`config.mk`:
```
export PLATFORM = sky130hd
export DESIGN_NAME = audio_i2s_receiver
export DESIGN_NICKNAME = d
export VERILOG_FILES = /design/src/rtl/audio_i2s_receiver.sv
export SDC_FILE = /design/constraint.sdc
export NUM_CORES = 1
export LEC_CHECK = 0
export BUFFER_PORTS_ARGS = -buffer_cell sky130_fd_sc_hd__buf_4
export CORE_MARGIN = 5
export CORE_UTILIZATION = 50
export CTS_BUF_LIST = sky130_fd_sc_hd__clkbuf_8
export CTS_CLUSTER_DIAMETER = 60
export DETAILED_ROUTE_END_ITERATION = 10
export PLACE_DENSITY_LB_ADDON = 0.05
export REMOVE_ABC_BUFFERS = 1
export SYNTH_ARGS = -nofsm -noshare
export SYNTH_HDL_FRONTEND = slang
export SYNTH_SLANG_ARGS = --single-unit
```
`constraint.sdc`:
```
create_clock -name clk -period 2.4 [get_ports clk]
set_input_delay 0.48 -clock clk [delete_from_list [all_inputs] [get_ports clk]]
set_output_delay 0.48 -clock clk [all_outputs]
set_load 0.005 [all_outputs]
```
`src/rtl/audio_i2s_receiver.sv`:
```
// audio_i2s_receiver: oversampled I2S receiver, MSB first, 1-BCK delay slot.
// Define I2S_RX_FRAME_ERR_EN for o_frame_err pulses and the err_cnt_q counter.
module audio_i2s_receiver #(
   parameter int WIDTH       = 16,
   parameter int SYNC_STAGES = 2
) (
   input  logic                    clk,
   input  logic                    reset1,
   input  logic                    iAUD_BCK,
   input  logic                    iAUD_LRCK,
   input  logic                    iAUD_DATA,
   output logic signed [WIDTH-1:0] o_lsound_in,
   output logic signed [WIDTH-1:0] o_rsound_in,
   output logic                    o_valid,
   output logic                    o_frame_err
);

   localparam int CW = $clog2(WIDTH + 2);
   localparam logic [CW-1:0] LAST = CW'(WIDTH - 1);
   localparam logic [CW-1:0] IDLE = CW'(WIDTH + 1);

   logic [SYNC_STAGES-1:0] bck_sync_q, bck_sync_d;
   logic [SYNC_STAGES-1:0] lrck_sync_q, lrck_sync_d;
   logic [SYNC_STAGES-1:0] data_sync_q, data_sync_d;

   logic             bck_d_q, bck_d_d;
   logic             lr_prev_q, lr_prev_d;
   logic [CW-1:0]    bit_cnt_q, bit_cnt_d;
   logic             chan_q, chan_d;
   logic             armed_q, armed_d;
   logic             left_ok_q, left_ok_d;
   logic [WIDTH-2:0] shreg_q, shreg_d;
   logic [WIDTH-1:0] lbuf_q, lbuf_d;
   logic [WIDTH-1:0] lsound_q, lsound_d;
   logic [WIDTH-1:0] rsound_q, rsound_d;
   logic             valid_q, valid_d;

   logic             bck_s, lrck_s, data_s;
   logic             bck_rise, lr_chg;
   logic             cnt_open, lsb_now, cap;
   logic [WIDTH-1:0] word;

   assign bck_s    = bck_sync_q[SYNC_STAGES-1];
   assign lrck_s   = lrck_sync_q[SYNC_STAGES-1];
   assign data_s   = data_sync_q[SYNC_STAGES-1];
   assign bck_rise = bck_s & ~bck_d_q;
   assign lr_chg   = lrck_s ^ lr_prev_q;
   assign word     = {shreg_q, data_s};
   assign cnt_open = armed_q & (bit_cnt_q < LAST);
   // LSB lands either inside the slot or on the next slot's delay edge
   assign lsb_now  = armed_q & (bit_cnt_q == LAST);
   assign cap      = bck_rise & lsb_now;

   always_comb begin
      bck_sync_d  = {bck_sync_q[SYNC_STAGES-2:0], iAUD_BCK};
      lrck_sync_d = {lrck_sync_q[SYNC_STAGES-2:0], iAUD_LRCK};
      data_sync_d = {data_sync_q[SYNC_STAGES-2:0], iAUD_DATA};
      bck_d_d     = bck_s;
   end

   always_comb begin
      lr_prev_d = lr_prev_q;
      bit_cnt_d = bit_cnt_q;
      chan_d    = chan_q;
      armed_d   = armed_q;
      shreg_d   = shreg_q;
      lbuf_d    = lbuf_q;
      left_ok_d = left_ok_q;
      lsound_d  = lsound_q;
      rsound_d  = rsound_q;
      valid_d   = 1'b0;
      if (bck_rise) begin
         lr_prev_d = lrck_s;
         if (lr_chg) begin
            bit_cnt_d = '0;
            chan_d    = lrck_s;
            armed_d   = 1'b1;
         end else if (cnt_open) begin
            shreg_d   = word[WIDTH-2:0];
            bit_cnt_d = bit_cnt_q + CW'(1);
         end else if (lsb_now) begin
            bit_cnt_d = IDLE;
         end
      end
      if (bck_rise && lr_chg && cnt_open && !chan_q) begin
         left_ok_d = 1'b0;
      end
      if (cap) begin
         if (!chan_q) begin
            lbuf_d    = word;
            left_ok_d = 1'b1;
         end else if (left_ok_q) begin
            lsound_d  = lbuf_q;
            rsound_d  = word;
            valid_d   = 1'b1;
            left_ok_d = 1'b0;
         end
      end
   end

   always_ff @(posedge clk or posedge reset1) begin
      if (reset1) begin
         bck_sync_q  <= '0;
         lrck_sync_q <= '0;
         data_sync_q <= '0;
         bck_d_q     <= 1'b0;
         lr_prev_q   <= 1'b0;
         bit_cnt_q   <= IDLE;
         chan_q      <= 1'b0;
         armed_q     <= 1'b0;
         left_ok_q   <= 1'b0;
         shreg_q     <= '0;
         lbuf_q      <= '0;
         lsound_q    <= '0;
         rsound_q    <= '0;
         valid_q     <= 1'b0;
      end else begin
         bck_sync_q  <= bck_sync_d;
         lrck_sync_q <= lrck_sync_d;
         data_sync_q <= data_sync_d;
         bck_d_q     <= bck_d_d;
         lr_prev_q   <= lr_prev_d;
         bit_cnt_q   <= bit_cnt_d;
         chan_q      <= chan_d;
         armed_q     <= armed_d;
         left_ok_q   <= left_ok_d;
         shreg_q     <= shreg_d;
         lbuf_q      <= lbuf_d;
         lsound_q    <= lsound_d;
         rsound_q    <= rsound_d;
         valid_q     <= valid_d;
      end
   end

   assign o_lsound_in = lsound_q;
   assign o_rsound_in = rsound_q;
   assign o_valid     = valid_q;

`ifdef I2S_RX_FRAME_ERR_EN
   logic        short_slot, orphan, fault;
   logic        err_q, err_d;
   logic [15:0] err_cnt_q, err_cnt_d;

   assign short_slot = bck_rise & lr_chg & cnt_open;
   assign orphan     = cap & chan_q & ~left_ok_q;
   assign fault      = short_slot | orphan;

   always_comb begin
      err_d     = fault;
      err_cnt_d = err_cnt_q;
      if (fault && err_cnt_q != 16'hFFFF) begin
         err_cnt_d = err_cnt_q + 16'd1;
      end
   end

   always_ff @(posedge clk or posedge reset1) begin
      if (reset1) begin
         err_q     <= 1'b0;
         err_cnt_q <= '0;
      end else begin
         err_q     <= err_d;
         err_cnt_q <= err_cnt_d;
      end
   end

   assign o_frame_err = err_q;
`else
   assign o_frame_err = 1'b0;
`endif

endmodule
```
Yosys cells after proc, flatten, opt, wreduce, memory -nomap -nowiden
Cells that the tools add are included.
{ "op_classes": {"n_addsub": 1, "multipliers": 0, "div_mod_pow": 0, "order_cmp": 1, "n_eq_ne": 1, "shifts": 0, "n_mux": 10, "bitwise_logic": 8, "n_reduce_logical": 10} }
{ "ops": {"columns": ["operator", "n"], "rows": [
  ["2-to-1 mux 5 bit", 3],
  ["2-to-1 mux 1 bit", 7],
  ["AND reduction 2 bit", 3],
  ["AND reduction 3 bit", 2],
  ["adder 5 x 1 -> 5 bit, second input constant", 1],
  ["== test 5 x 4 -> 1 bit, second input constant", 1],
  ["less-than comparator 5 x 4 -> 1 bit, second input constant", 1],
  ["bitwise AND 1 bit", 4],
  ["logical AND 1 bit", 3],
  ["inverter 1 bit", 3],
  ["nonzero test 3 bit", 1],
  ["zero test 1 bit", 1],
  ["bitwise XOR 1 bit", 1]
]} }
{ "totals": {"ff_bits": 80, "latch_bits": 0, "ramBits": 0, "mem_bits_ro": 0, "in_bits": 5, "output_inout_bits": 34, "n_memories": 0} }

Depth between registers and ports, before layout
{ "logic_depth": {"depth_word": 9, "ltp_mapped": 9, "mapped_depth_nobuf": 7} }

Least setup slack after synthesis
OpenSTA, ideal clock, no wires.
{ "synth_path": {"path_kind": "register -> register", "startpoint": "register bit_cnt_q[0]", "endpoint": "register lsound_q[0], in the netlist o_lsound_in[0]", "setup_time_ns": 0.125, "arrival_ns": 1.979, "t_required_ns": 2.275, "slack_ns": 0.296, "stages_incl_launch_ff": 10, "n_path_buf": 2, "cell_sequence": "dfstp_2 -> ha_1 -> and3_1 -> ha_1 -> nand2_4 -> nor2_8 -> and3_4 -> buf_12 -> buf_12 -> mux2_4"} }
{ "synth_via": {"elab_chain_len": 4} }
{ "synth_lines": {"columns": ["item", "line_no", "source"], "rows": [
  ["start, declared", "28", "logic [CW-1:0] bit_cnt_q, bit_cnt_d;"],
  ["start signal, assigned", "123", "bit_cnt_q <= bit_cnt_d;"],
  ["== test 5 x 4 -> 1 bit", "51", "assign lsb_now = armed_q & (bit_cnt_q == LAST);"],
  ["bitwise AND 1 bit", "51", null],
  ["bitwise AND 1 bit", "52", "assign cap = bck_rise & lsb_now;"],
  ["AND reduction 3 bit (no line)", null, null],
  ["end signal, assigned", "129", "lsound_q <= lsound_d;"],
  ["end, declared", "34", "logic [WIDTH-1:0] lsound_q, lsound_d;"]
]} }
Every way passes these cells.
A chain may end at the register's enable or synchronous reset.

Final worst setup path
{ "layout_path": {"startpoint": "register bit_cnt_q[0]", "endpoint": "register lsound_q[14], in the netlist o_lsound_in[14]"} }
Same word-level chain as after synthesis.

==> results.cfg <==
[run_status]
status = complete, no violations

[logic_synthesis]
yosysWarnings = 0
yosysUniqueCellTypes = 37
yosysSeqAreaShare = 0.5982
synth_area_per_cell_um2 = 16.84
synth_area_leaders = dfrtp_1, mux2_4, mux2_2
ys_ff_latch = 80
synth_area_leader_cell = dfrtp_1
synth_area_um2 = 3351
synth_cells = 199
synth_top_area_frac = 0.5825

[global_routing]
antenna_found_initial = 0
grt_use_total = 0.1449
grt_pass1_vias = 1944
grt_pass1_wl_um = 9611
grt.overflow.total = 0
grt_max_degree = 81

[critical_path]
cp_common_cell = ha_1
crit_type = flop to flop
critPathLaunch = bit_cnt_q[0]
required_ns = 2.62
cpPeakStageDelay_ns = 0.58
rr_startpoint = bit_cnt_q[0]
cp_slowest_cell = dfstp_2
crit_buf_inv = 1
cp-end-kind = flop
cpLargestDelayFamily = simple AND/OR/NAND/NOR gates
cp-start-kind = flop
arrival_ns = 2.47
cp_max_fo = 15
cp_cell_sequence = ha_1 -> and3_1 -> ha_1 -> nand2_4 -> nor2_8 -> and3_4 -> buf_12 -> mux2_2

[clock_network]
cts_buffers = 9
clock_tree.root_cell = clkbuf_8
clk_path_buf_depth = 2
cts_setup_buffers = 0
cts_sinks = 80
cts_tree = yes
htree_levels = 3
clk_latency_ns = 0.34
postCtsResizedCells = 0
cts_hold_buf = 0
clk_pin_slew_ns = 0.08

[layout]
nNetsFinal = 250
drive_gt1_frac = 0.4879
finish.utilization = 0.6016
regArea_um2 = 2004
fillers = 499
antenna_cells = 0
multiInputGateArea_um2 = 1209
syn2layout_area_growth_pct = 15.31

[timing]
whs_ns = 0.2124
fin_worst_skew_ns = 0.008636
finalCritPeriodShare = 0.9347
setup_viol = 0
finalHoldViolCount = 0
setup-tns-final_ns = 0
drv_slew = 0
fin_crit_ns = 2.243
fmax_ghz = 0.4458
rsz0062_at_grt = false

[power]
cellInternalPower_mw = 2.092
leakagePower_nw = 1.978
irDropWorstVdd_v = 0.0004038
power_density_nw_per_um2 = 735.7
p_switching_uw = 750.9
p_comb_frac = 0.117
p_seq_frac = 0.554
swShare = 0.2642
power.share.clock = 0.329

[route]
drtPass1Iterations = 4
vias_per_cell = 5.354
drt-total-wl_um = 5620
drt-initial-drc-count = 71
vias = 1740
drc = 0
antenna_left = 0
wl_per_cell_um = 17.29

[floorplanning]
num_io_pins = 39
core_um2 = 6422
die_area_um2 = 8438
fp-row-count = 29
die_w_um = 91.86
die_h_um = 91.86
initial_core_util = 0.5217

[placed_design]
place_congestion = 0.7921
numPortBuffers = 37
dp_hpwl_um = 3643

[hold_path]
worstHoldPathType = input port to async pin

[job]
maxCapViolCount = 0
[area by class of cell]
class | count | share of cell area
multi-input combinational | 109 | 0.3128
inverter | 2 | 0.002267
tap | 77 | 0.02494
clock buffer | 9 | 0.03206
sequential | 80 | 0.5188
timing repair buffer | 41 | 0.09262
clock inverter | 7 | 0.01652
[power groups by stage]
stage / clock (mW) / sequential, mW / combinational [mW]
2_1_floorplan: 0 / 1.56 / 0.265
3_3_place_gp: 0 / 1.59 / 0.302
3_5_place_dp: 0 / 1.60 / 0.331
4_1_cts: 0.969 / 1.57 / 0.333
5_1_grt: 1.02 / 1.60 / 0.369
6_report: 0.935 / 1.58 / 0.332
[flip-flops by register name, summed over array words and instances, names as in the netlist, 2 cells and up]
signal,flops
shreg_q,15
bit_cnt_q,5
data_sync_q,2
o_lsound_in,16
bck_sync_q,2
o_rsound_in,16
lbuf_q,16
lrck_sync_q,2
[kinds of logic after synthesis]
logic type      share of synthesized area
flops                              0.5982
mux                                0.2543
simple gates                      0.05788
compound gates                    0.03249
buf+inv                           0.04108
fa+ha+maj                        0.007467
xor+xnor                         0.007470
other cells                      0.001119
[worst register-to-register path, stage by stage, from the launching register on]
cell     delay, ns
dfstp_2       0.58
ha_1          0.19
and3_1        0.17
ha_1          0.19
nand2_4       0.11
nor2_8        0.13
and3_4        0.23
buf_12        0.18
mux2_2        0.36
[metrics by stage]
stage                     setup WS, ns  area (µm²)  cells  total power, mW
after detailed placement        0.1899        3676    309            1.929
after CTS                       0.1560        3864    325            2.874
after global placement          0.2596        3676    309            1.891
after floorplan                -0.1284        3221    191            1.828
final                           0.1566        3864    325            2.843
after global routing           0.04138        3864    325            2.984
[final timing paths]
| check | endpoint | slack (ns) | cells past startpoint |
|---|---|---|---|
| min in group clk | bck_sync_q[0] | 0.24 | 1 |
| max in group asynchronous | bit_cnt_q[4] | 1.84 | 3 |
| min | shreg_q[12] | 0.21 | 3 |
| max reg2reg | o_lsound_in[14] | 0.16 | 8 |
| min reg2reg | data_sync_q[1] | 0.35 | 0 |
| max | o_lsound_in[14] | 0.16 | 8 |
[per-layer routing]
metal / share of wire / wire, µm / vias to the layer above / global-route usage
met5: 0 / 0 / - / 0
met4: 0.028 / 155 / 0 / 0.07673
met3: 0.051 / 285 / 17 / 0.04501
met2: 0.47 / 2646 / 48 / 0.2190
met1: 0.45 / 2533 / 889 / 0.1877
li1: - / - / 786 / -
[cell usage after synthesis (all sizes together)]
master / n
mux2: 63
dfrtp: 78
and2b: 1
a211oi: 1
nand3: 3
xnor2: 1
nand2b: 2
buf: 8
and3: 2
dfstp: 2
inv: 2
a21o: 1
nand2: 7
a21oi: 4
nor3: 4
a32o: 1
conb: 1
o211ai: 2
a32oi: 1
xor2: 1
o21ai: 4
o32a: 2
ha: 2
and4: 1
nor2: 4
or2: 1
[placed cells by master, fill, tap and decap left out, types with 2 or more instances in the layout]
cell	netlist	routed
o32a_1	2	2
nor2_1	2	2
nand2_1	6	6
dfrtp_1	78	78
dfstp_2	2	2
nand3_1	2	2
ha_1	2	2
buf_4	1	37
clkinvlp_4	0	2
mux2_2	15	15
o21ai_0	4	4
mux2_4	38	38
clkinv_2	0	4
inv_1	2	2
mux2_1	10	10
nor3_1	3	3
buf_12	5	4
a21oi_1	4	4
o211ai_1	2	2
clkbuf_8	0	9
Note: power is estimated with default switching activity, not from simulation.
